===== config.mk =====
export PLATFORM = sky130hd
export DESIGN_NAME = spi_slave_if
export DESIGN_NICKNAME = d
export VERILOG_FILES = /design/src/rtl/spi_pkg.sv /design/src/rtl/spi_tx_shifter.sv /design/src/rtl/spi_slave_if.sv
export SDC_FILE = /design/constraint.sdc
export NUM_CORES = 1
export LEC_CHECK = 0
export CORE_ASPECT_RATIO = 1.5
export CORE_MARGIN = 2
export CORE_UTILIZATION = 35
export CTS_CLUSTER_SIZE = 28
export DETAILED_ROUTE_END_ITERATION = 10
export PLACE_DENSITY = 0.51
export SLEW_MARGIN = 20
export SYNTH_ARGS = -nofsm -noshare
export SYNTH_HDL_FRONTEND = slang
export SYNTH_SLANG_ARGS = --single-unit

===== constraint.sdc =====
create_clock -name clk -period 2.75 [get_ports clk]
set_input_delay 0.825 -clock clk [delete_from_list [all_inputs] [get_ports clk]]
set_output_delay 0.825 -clock clk [all_outputs]
set_load 0.03 [all_outputs]

===== src/rtl/spi_pkg.sv =====
// Shared types and constants for the SPI slave front end of the single-port RAM.
package spi_pkg;

    localparam int DEF_FRAME_W = 10;
    localparam int DEF_DATA_W  = 8;

    typedef enum logic [2:0] {
        IDLE,
        CHK_CMD,
        WRITE,
        READ_ADD,
        READ_DATA
    } state_e;

    localparam logic [1:0] CMD_WR_ADDR = 2'b00;
    localparam logic [1:0] CMD_WR_DATA = 2'b01;
    localparam logic [1:0] CMD_RD_ADDR = 2'b10;
    localparam logic [1:0] CMD_RD_DATA = 2'b11;

endpackage


===== src/rtl/spi_tx_shifter.sv =====
// Parallel-load, MSB-first serialiser for read data; miso is registered and
// idles low once the last bit has been held for a cycle.
module spi_tx_shifter #(
    parameter int DATA_W = 8
) (
    input  logic              clk,
    input  logic              rst,
    input  logic              clr,
    input  logic              load,
    input  logic [DATA_W-1:0] din,
    output logic              miso,
    output logic              busy
);

    localparam int CW = $clog2(DATA_W);

    logic [DATA_W-1:0] sreg;
    logic [CW-1:0]     cnt;

    // cnt holds the number of bits still to be presented after the current one
    always_ff @(posedge clk) begin
        if (rst || clr) begin
            sreg <= '0;
            cnt  <= '0;
            miso <= 1'b0;
            busy <= 1'b0;
        end else if (load) begin
            miso <= din[DATA_W-1];
            sreg <= {din[DATA_W-2:0], 1'b0};
            cnt  <= CW'(DATA_W - 1);
            busy <= 1'b1;
        end else if (busy) begin
            if (cnt == '0) begin
                miso <= 1'b0;
                busy <= 1'b0;
            end else begin
                miso <= sreg[DATA_W-1];
                sreg <= {sreg[DATA_W-2:0], 1'b0};
                cnt  <= cnt - 1'b1;
            end
        end
    end

endmodule


===== src/rtl/spi_slave_if.sv =====
// SPI mode-0 slave: deserialises command frames toward the RAM and, for
// read-data frames, returns one RAM byte on miso.
module spi_slave_if
    import spi_pkg::*;
#(
    parameter int FRAME_W = DEF_FRAME_W,
    parameter int DATA_W  = DEF_DATA_W
) (
    input  logic               clk,
    input  logic               rst,
    input  logic               ss_n,
    input  logic               mosi,
    output logic               miso,
    output logic [FRAME_W-1:0] rx_data,
    output logic               rx_valid,
    input  logic [DATA_W-1:0]  tx_data,
    input  logic               tx_valid
);

    localparam int CNT_W = $clog2(FRAME_W + 1);
    localparam logic [CNT_W-1:0] CNT_LAST = CNT_W'(FRAME_W - 1);
    localparam logic [CNT_W-1:0] CNT_FULL = CNT_W'(FRAME_W);

    state_e             state, state_nx;
    logic [FRAME_W-2:0] shift_reg;
    logic [CNT_W-1:0]   bit_cnt;
    logic               rd_addr_received;
    logic               tx_started;
    logic               tx_busy;
    logic               frame_done;
    logic               tx_load;

    assign frame_done = (bit_cnt == CNT_FULL);
    // Load window opens the cycle after the rx_valid pulse and closes after one load
    assign tx_load = !ss_n && (state == READ_DATA) && frame_done && !rx_valid
                     && !tx_started && !tx_busy && tx_valid;

    always_ff @(posedge clk) begin
        if (rst) state <= IDLE;
        else     state <= state_nx;
    end

    always_comb begin
        state_nx = state;
        if (ss_n) begin
            state_nx = IDLE;
        end else begin
            case (state)
                IDLE:    state_nx = CHK_CMD;
                CHK_CMD: state_nx = !mosi ? WRITE : (rd_addr_received ? READ_DATA : READ_ADD);
                default: state_nx = state;
            endcase
        end
    end

    always_ff @(posedge clk) begin
        if (rst) begin
            shift_reg        <= '0;
            bit_cnt          <= '0;
            rx_data          <= '0;
            rx_valid         <= 1'b0;
            rd_addr_received <= 1'b0;
            tx_started       <= 1'b0;
        end else begin
            rx_valid <= 1'b0;
            if (ss_n) begin
                bit_cnt    <= '0;
                tx_started <= 1'b0;
            end else begin
                case (state)
                    CHK_CMD: begin
                        shift_reg  <= {shift_reg[FRAME_W-3:0], mosi};
                        bit_cnt    <= CNT_W'(1);
                        tx_started <= 1'b0;
                    end
                    WRITE, READ_ADD, READ_DATA: begin
                        if (!frame_done) begin
                            shift_reg <= {shift_reg[FRAME_W-3:0], mosi};
                            bit_cnt   <= bit_cnt + 1'b1;
                            if (bit_cnt == CNT_LAST) begin
                                rx_data  <= {shift_reg, mosi};
                                rx_valid <= 1'b1;
                                if (state == READ_ADD)  rd_addr_received <= 1'b1;
                                if (state == READ_DATA) rd_addr_received <= 1'b0;
                            end
                        end
                        if (tx_load) tx_started <= 1'b1;
                    end
                    default: ;
                endcase
            end
        end
    end

    spi_tx_shifter #(.DATA_W(DATA_W)) u_tx (
        .clk  (clk),
        .rst  (rst),
        .clr  (ss_n),
        .load (tx_load),
        .din  (tx_data),
        .miso (miso),
        .busy (tx_busy)
    );

endmodule


After elaboration in Yosys (flattened, before gate mapping). Cells that the tools add are included.

Multiplexer cells: 24. Reduce and logical (&&, ||, !) cells: 26. Add/subtract/negate cells: 2. Bitwise operators: 3. Equality and inequality tests: 9.

Operators by type and width (count): 2-to-1 mux 8 bit (3); one-hot mux 9 bit (2 select lines) (1); 2-to-1 mux 3 bit (5); 2-to-1 mux 1 bit (10); 2-to-1 mux 9 bit (1); equality test 4 bit, second input constant (2); one-hot mux 4 bit (2 select lines) (1); nonzero test 2 bit (4); equality test 3 x 2 -> 1 bit, second input constant (2); logical AND 1 bit (6); zero test 3 bit (2); inequality test 2 bit, second input constant (3); one-hot mux 3 bit (2 select lines) (1); AND reduction 2 bit (3); AND reduction 5 bit (1); adder 4 x 1 -> 4 bit, second input constant (1); zero test 1 bit (4); 2-to-1 mux 4 bit (1); AND reduction 4 bit (1); OR reduction 4 bit (1); equality test 3 x 1 -> 1 bit, second input constant (1); equality test 3 bit, second input constant (1); inverter 1 bit (3); AND reduction 3 bit (1); 5 further kinds (5).

Word-level logic and storage cells: 75. Bits in registers: 41. Input port bits: 13.

Longest topological paths before layout. Gate-level depths: netlist (run 1).

Word-level depth: 9. Gate-level depth with buffers: 7. Depth with buffers taken out: 6.

By module. A second synthesis (run 1) with hierarchy kept.

Cell total of the unflattened synthesis: 192. Area, all modules: 1846.8 µm².

By module, submodules not included: spi_slave_if (area an instance 1253.7 µm², cells each 125, times used 1, seq. area each 580.6 µm²); spi_tx_shifter (area an instance 593.1 µm², cells each 67, times used 1, seq. area each 240.2 µm²).

Worst setup path before layout (run 1). OpenSTA, ideal clock, no wires.

Path kind: input -> register. From: in ss_n. To: reg tx_started. Stages on the path: 5. Required time: 2.664 ns. Library setup time: 0.086 ns. Buffers on the path: 1. Slack: 0.973 ns. Arrival time: 1.692 ns. Path through: nor4_1 -> and4_1 -> buf_2 -> nor2_1 -> a211oi_1.

Word-level cells in the longest chain between the ends: 9. Elaborated cells between the ends (all ways): 10. Those cells by class: 1 x eq/ne; 9 x reduce/logical.

Ends and longest elaborated chain: from (decl) (RTL line spi_slave_if.sv:11) `input logic ss_n,`; zero test 1 bit (RTL line spi_slave_if.sv:35) `assign tx_load = !ss_n && (state == READ_DATA) && frame_done && !rx_valid`; logical AND 1 bit (3 in a row) (RTL line spi_slave_if.sv:35); logical AND 1 bit (3 in a row) (RTL line spi_slave_if.sv:36) `&& !tx_started && !tx_busy && tx_valid;`; inequality test 2 bit (no line); AND reduction 2 bit (no line); to (signal assigned) (RTL line spi_slave_if.sv:63) `tx_started <= 1'b0;`; to (signal assigned) (RTL line spi_slave_if.sv:68) `tx_started <= 1'b0;`; to (signal assigned) (RTL line spi_slave_if.sv:74) `tx_started <= 1'b0;`; to (decl) (RTL line spi_slave_if.sv:28) `logic tx_started;`.

Several ways; a longest one is shown, not always the timed one. A chain may end at the register's enable or synchronous reset.

Worst setup path in the final report (run 1).
From: reg rx_data[2]. To: out rx_data[2].

RTL lines: from (decl) (RTL line spi_slave_if.sv:14) `output logic [FRAME_W-1:0] rx_data,`; from (signal assigned) (RTL line spi_slave_if.sv:81) `rx_data <= {shift_reg, mosi};`.

No word-level cell between the ends.

==> results of run 1 <==
==> synthesized netlist by cell type, drive strengths merged, types with 2 or more instances <==
library cell,n,area (um^2)
nand2b,15,93.84
buf,6,41.28
nand2,4,15.01
nor3b,2,20.02
inv,6,22.52
a22oi,6,45.04
clkbuf,5,18.77
o21ai,3,15.01
mux2i,20,200.2
nand3b,2,15.01
nor2,17,63.81
nand3,9,45.04
ha,5,62.56
dfxtp,41,820.8
a211oi,4,35.03
a21oi,15,75.07
nor3,3,15.01
a31oi,4,25.02
==> cell type report <==
class	instances	area [um^2]	share of cell area
Clock buffer	7	86.33	0.03925
Clock inverter	1	30.03	0.01365
Inverter	6	22.52	0.01024
Multi-Input combinational cell	127	872.1	0.3965
Sequential cell	41	820.8	0.3732
Tap cell	66	82.58	0.03754
Timing Repair Buffer	30	285.3	0.1297
==> power by group through the flow <==
stage / clock network (mW) / logic, mW / registers (mW)
floorplan: 0 / 0.0320 / 0.612
global placement: 0 / 0.0563 / 0.615
detailed placement: 0 / 0.0565 / 0.616
CTS: 0.512 / 0.0568 / 0.601
global route: 0.539 / 0.0613 / 0.602
finish: 0.495 / 0.0561 / 0.602
==> stage by stage <==
stage | hold WS, ns | cell area [um^2] | setup slack (ns) | utilization
6_report | 0.4737 | 2200 | 0.6130 | 0.4537
5_1_grt | 0.5025 | 2200 | 0.5086 | 0.4537
4_1_cts | 0.4738 | 2200 | 0.5982 | 0.4537
3_5_place_dp | 0.4623 | 2083 | 0.3223 | 0.4297
3_3_place_gp | 0.4548 | 2083 | 0.3500 | 0.4297
2_1_floorplan | 0.4477 | 1775 | 0.9726 | -
==> path summary, 6_finish.rpt <==
path	start	end	slack, ns	cells after the start
hold reg to reg	u_tx.sreg[5]	u_tx.sreg[5]	0.47	2
hold / removal	u_tx.sreg[5]	u_tx.sreg[5]	0.47	2
setup reg to reg	bit_cnt[0]	rx_data[3]	0.86	7
setup / recovery	rx_data[2]	rx_data[2]	0.61	1
==> per-layer routing <==
metal | routed length, um | track usage | vias up
met5 | 0 | 0 | -
met4 | 61 | 0.05556 | 0
met3 | 161 | 0.04709 | 5
met2 | 1941 | 0.2518 | 36
met1 | 1533 | 0.1530 | 634
li1 | - | - | 704
==> cells in the final DEF, fill, tap and decap left out, drive strengths merged, types with 3 or more instances in the layout <==
cell type / Yosys / routed
dfxtp: 41 / 41
clkdlybuf4s50: 0 / 24
mux2i: 20 / 20
nor2: 17 / 17
nand2b: 15 / 15
a21oi: 15 / 15
nand3: 9 / 9
clkbuf: 5 / 7
inv: 6 / 6
a22oi: 6 / 6
buf: 6 / 6
ha: 5 / 5
nand2: 4 / 4
a31oi: 4 / 4
a211oi: 4 / 4
o21ai: 3 / 3
nor3: 3 / 3
==> cells by family after synthesis <==
logic type,after synthesis
AND/OR/NAND/NOR,63
flip-flops,41
AO/OA/AOI/OAI,37
multiplexers,20
buffers and inverters,17
adder cells (fa/ha/maj),5
XOR/XNOR,2
==> flow_summary.json, run 1 <==
{
  "status": "completed",
  "async_reset_ff_frac": 0,
  "largest_reg_flops": 10,
  "drv_slew": 0,
  "synth_cells": 185,
  "finalClockSkew_ns": 0.005273,
  "antenna_found_initial": 0,
  "path_clk_slew_ns": 0.08,
  "dieArea_mm2": 0.005670,
  "drtAntennaViolNets": 0,
  "synth_mux_area_frac": 0.1128,
  "layoutNonFillerInstCount": 278,
  "synthAdderAreaFrac": 0.03524,
  "p_sw_mw": 0.2300,
  "hp-class": "register to register",
  "yosysWarnings": 0,
  "grt_pass1_vias": 1439,
  "dr_total_vias": 1379,
  "cts_resized": 0,
  "fin_crit_sh": 0.7771,
  "cts_buffers": 5,
  "std_cell_rows": 31,
  "cpMaxStageDelayCell": "clkdlybuf4s50_1",
  "fill_cells": 487,
  "synth-compound-area-share": 0.1339,
  "pwr-share-seq": 0.522,
  "synth_ff_type": "dfxtp_1",
  "cts-root-buf": "clkbuf_8",
  "cellPowerDensity_mw_per_mm2": 523.9,
  "syn-num-nets": 203,
  "dpl.hpwl_mm": 2.694,
  "start_kind": "register",
  "initial_core_util": 0.3662,
  "p_int_mw": 0.9224,
  "avgSynthCellArea_um2": 9.597,
  "p_leak_nw": 0.7205,
  "rsz0062_at_grt": "false",
  "cts_sinks": 41,
  "total_power_mw": 1.152,
  "clock_path_buffers": 2,
  "drive_gt1_frac": 0.08491,
  "path_buf_inv": 1,
  "critical-path-top-delay-family": "buffers and inverters",
  "synth_edf_count": 0,
  "drt_wl_total_mm": 3.698,
  "syn_area_mm2": 0.001775,
  "fmax_mhz": 467.9,
  "peakVddDrop_v": 0.0003709,
  "dieWidth_um": 62.16,
  "synth-seq-cells": 41,
  "ios": 25,
  "timing.final.hold_violations": 0,
  "cts_hold_buffers": 0,
  "nets": 229,
  "p_clk_frac": 0.429,
  "crit_type": "register to output pin",
  "area_delta_synth_final_pct": 23.89,
  "worstMarginPinSlew_ns": 0.4297,
  "power_frac_comb": 0.049,
  "place_congestion": 0.7041,
  "crit_path_max_fanout": 2,
  "diodes": 0,
  "final-setup-viol-count": 0,
  "period_minus_slack_ns": 2.137,
  "synth_xor_area_frac": 0.009866,
  "avgViaCountPerCell": 4.960,
  "relSlewSlack": 0.7129,
  "cts_tree": "done",
  "grt_first_pass_wirelength_mm": 6.410,
  "die_h_um": 91.23,
  "htree_num_levels": 2,
  "grtUsageTotal": 0.1413,
  "core_mm2": 0.004848,
  "clock_latency_ns": 0.29,
  "first_iter_violations": 89,
  "maxCapViolCount": 0,
  "crit_path_max_incr_delay_ns": 0.68,
  "path_cells": "clkdlybuf4s50_1",
  "arrival_ns": 1.31,
  "critical_path_required_ns": 1.93,
  "port_buffers": 24,
  "dr.pass1.iters": 4,
  "setup_tns_ns": 0,
  "switching_share": 0.1996,
  "dp_cells": 270,
  "grt_overflow": 0,
  "yosysSeqAreaShare": 0.4623,
  "synthSimpleGateAreaFrac": 0.1994,
  "crit_path_end_kind": "output pin",
  "post_cts_buffers": 0,
  "drcViolationCount": 0,
  "ys_types": 40,
  "wl_per_cell_um": 13.30,
  "grt_max_degree": 23,
  "synth_top_family_by_area": "simple AND/OR/NAND/NOR gates"
}
Note: power is estimated with default switching activity, not from simulation.
==> run 2: changes to the inputs <==
--- a/config.mk
+++ b/config.mk
@@ -10,7 +10,7 @@
 export CORE_UTILIZATION = 35
 export CTS_CLUSTER_SIZE = 28
 export DETAILED_ROUTE_END_ITERATION = 10
-export PLACE_DENSITY = 0.51
+export PLACE_DENSITY = 0.53
 export SLEW_MARGIN = 20
 export SYNTH_ARGS = -nofsm -noshare
 export SYNTH_HDL_FRONTEND = slang
==> constraint.sdc (replaced) <==
create_clock -name clk -period 1.9 [get_ports clk]
set_input_delay 0.57 -clock clk [delete_from_list [all_inputs] [get_ports clk]]
set_output_delay 0.57 -clock clk [all_outputs]
set_load 0.03 [all_outputs]
==> run 2 against run 1 <==
Against the previous run:
- clock skew shrank 0.0020 ns
- highest routed layer unchanged
- worst setup slack lost 0.58 ns
- register-to-register slack lost 0.68 ns
- largest power group unchanged
- cell area grew 1.6%
- critical path depth is the same
- via count grew 3.5%
- clock power grew 23%
- global-route usage grew 0.52 points
==> flow_summary.json, run 2 (synthesized netlist as in run 1, its figures left out) <==
{
  "grt_max_degree": 23,
  "ios": 25,
  "final_cell_area_mm2": 0.002235,
  "timing.final.hold_violations": 0,
  "path_cells": "clkdlybuf4s50_1",
  "maxCapViolCount": 0,
  "pwr-share-seq": 0.554,
  "wl_per_cell_um": 12.91,
  "cellPowerDensity_mw_per_mm2": 699.5,
  "r2r_slack_ns": 0.18,
  "rsz0062_at_grt": "false",
  "grtUsageTotal": 0.1465,
  "path_clk_slew_ns": 0.08,
  "crit_type": "register to output pin",
  "dp_cells": 274,
  "fmax_mhz": 536.1,
  "htree_num_levels": 2,
  "finalClockSkew_ns": 0.003240,
  "path_buf_inv": 1,
  "layoutNonFillerInstCount": 282,
  "area_delta_synth_final_pct": 25.86,
  "p_int_mw": 1.204,
  "drv_slew": 0,
  "die_h_um": 91.23,
  "cts_tree": "done",
  "hp-class": "register to register",
  "relSlewSlack": 0.6424,
  "drt_wl_total_mm": 3.641,
  "drtAntennaViolNets": 0,
  "worstMarginPinSlew_ns": 0.5352,
  "avgViaCountPerCell": 5.060,
  "dieWidth_um": 62.16,
  "std_cell_rows": 31,
  "dpl_cell_area_mm2": 0.002113,
  "finalHoldWorstSlack_ns": 0.4731,
  "largest_reg_flops": 10,
  "cts_sinks": 41,
  "grt_overflow": 0,
  "p_leak_nw": 0.9090,
  "layout_common_cells": "dfxtp_1, mux2i_1, nor2_1",
  "dr.pass1.iters": 4,
  "final_util": 0.4609,
  "cpMaxStageDelayCell": "clkdlybuf4s50_1",
  "nets": 233,
  "critical-path-top-delay-family": "buffers and inverters",
  "dpl.hpwl_mm": 2.607,
  "crit_path_max_incr_delay_ns": 0.67,
  "cts-root-buf": "clkbuf_8",
  "fill_cells": 483,
  "p_sw_mw": 0.3591,
  "place_congestion": 0.7709,
  "grt_first_pass_wirelength_mm": 6.713,
  "post_cts_buffers": 0,
  "fin_crit_sh": 0.9817,
  "p_clk_frac": 0.390,
  "layout_commonest_cell": "dfxtp_1",
  "power_frac_comb": 0.056,
  "first_iter_violations": 55,
  "status": "completed",
  "cts_hold_buffers": 0,
  "peakVddDrop_v": 0.0004043,
  "drcViolationCount": 0,
  "switching_share": 0.2297,
  "clock_path_buffers": 2,
  "grt_pass1_vias": 1475,
  "period_minus_slack_ns": 1.865,
  "antenna_found_initial": 0,
  "dr_total_vias": 1427,
  "drive_gt1_frac": 0.1065,
  "cts_buffers": 5,
  "final-setup-viol-count": 0,
  "crit_path_end_kind": "output pin",
  "diodes": 0,
  "clock_latency_ns": 0.29,
  "critical_path_required_ns": 1.33,
  "port_buffers": 24,
  "core_mm2": 0.004848,
  "start_kind": "register",
  "arrival_ns": 1.30,
  "crit_path_max_fanout": 2,
  "dieArea_mm2": 0.005670,
  "initial_core_util": 0.3662
}
-- run 2: cell types whose count changed in the layout (fill, tap and decap cells not counted), sizes merged --
cell / previous run / this run
clkdlybuf4s50: 24 / 14
clkbuf: 7 / 6
dlymetal6s2s: 0 / 9
buf: 6 / 10
bufinv: 1 / 0
dlygate4sd2: 0 / 1
clkinv: 0 / 2
-- run 2: cell type report --
class / count / area [um^2] / share of cell area
Multi-Input combinational cell: 127 / 872.1 / 0.3903
Sequential cell: 41 / 820.8 / 0.3673
Timing Repair Buffer: 34 / 340.3 / 0.1523
Clock buffer: 6 / 82.58 / 0.03695
Tap cell: 66 / 82.58 / 0.03695
Inverter: 6 / 22.52 / 0.01008
Clock inverter: 2 / 13.76 / 0.006159
-- run 2: per-stage QoR --
stage	power, mW	worst slack, ns	setup TNS (ns)
floorplan	0.9315	0.2637	0
global placement	0.9747	-0.08047	-0.7944
detailed placement	0.9747	-0.1499	-1.796
CTS	1.581	0.006298	0
global route	1.623	0.002880	0
finish	1.563	0.03468	0
-- run 2: power groups by stage --
stage | clock network [mW] | logic (mW) | registers [mW]
after floorplan | 0 | 0.0463 | 0.885
after global placement | 0 | 0.0883 | 0.886
after detailed placement | 0 | 0.0884 | 0.886
after CTS | 0.625 | 0.0891 | 0.866
after global routing | 0.658 | 0.0983 | 0.867
final | 0.609 | 0.0875 | 0.866
-- run 2: metal layers --
| layer | up-vias | global-route usage | share of wire |
|---|---|---|---|
| li1 | 717 | - | - |
| met1 | 669 | 0.1546 | 0.42 |
| met2 | 33 | 0.2726 | 0.52 |
| met3 | 8 | 0.02974 | 0.041 |
| met4 | 0 | 0.07222 | 0.023 |
| met5 | - | 0 | 0 |
-- run 2: what timing repair did --
item	in CTS	in global routing
setup endpoints to repair	1	13
gates resized for setup	1	10
pin swaps	0	0
-- run 2: final timing paths --
| kind | cells past startpoint | to | startpoint |
|---|---|---|---|
| hold reg to reg | 2 | u_tx.sreg[2] | u_tx.sreg[2] |
| setup / recovery | 1 | rx_valid | rx_valid |
| hold / removal | 2 | u_tx.sreg[2] | u_tx.sreg[2] |
| setup reg to reg | 7 | rx_data[8] | bit_cnt[0] |
==> run 3: changes to the inputs <==
--- a/config.mk
+++ b/config.mk
@@ -8,6 +8,7 @@
 export CORE_ASPECT_RATIO = 1.5
 export CORE_MARGIN = 2
 export CORE_UTILIZATION = 35
+export CTS_CLUSTER_DIAMETER = 150
 export CTS_CLUSTER_SIZE = 28
 export DETAILED_ROUTE_END_ITERATION = 10
 export PLACE_DENSITY = 0.53
==> results of run 3 <==
The final DEF is identical to that of run 2; final timing and power are the same.
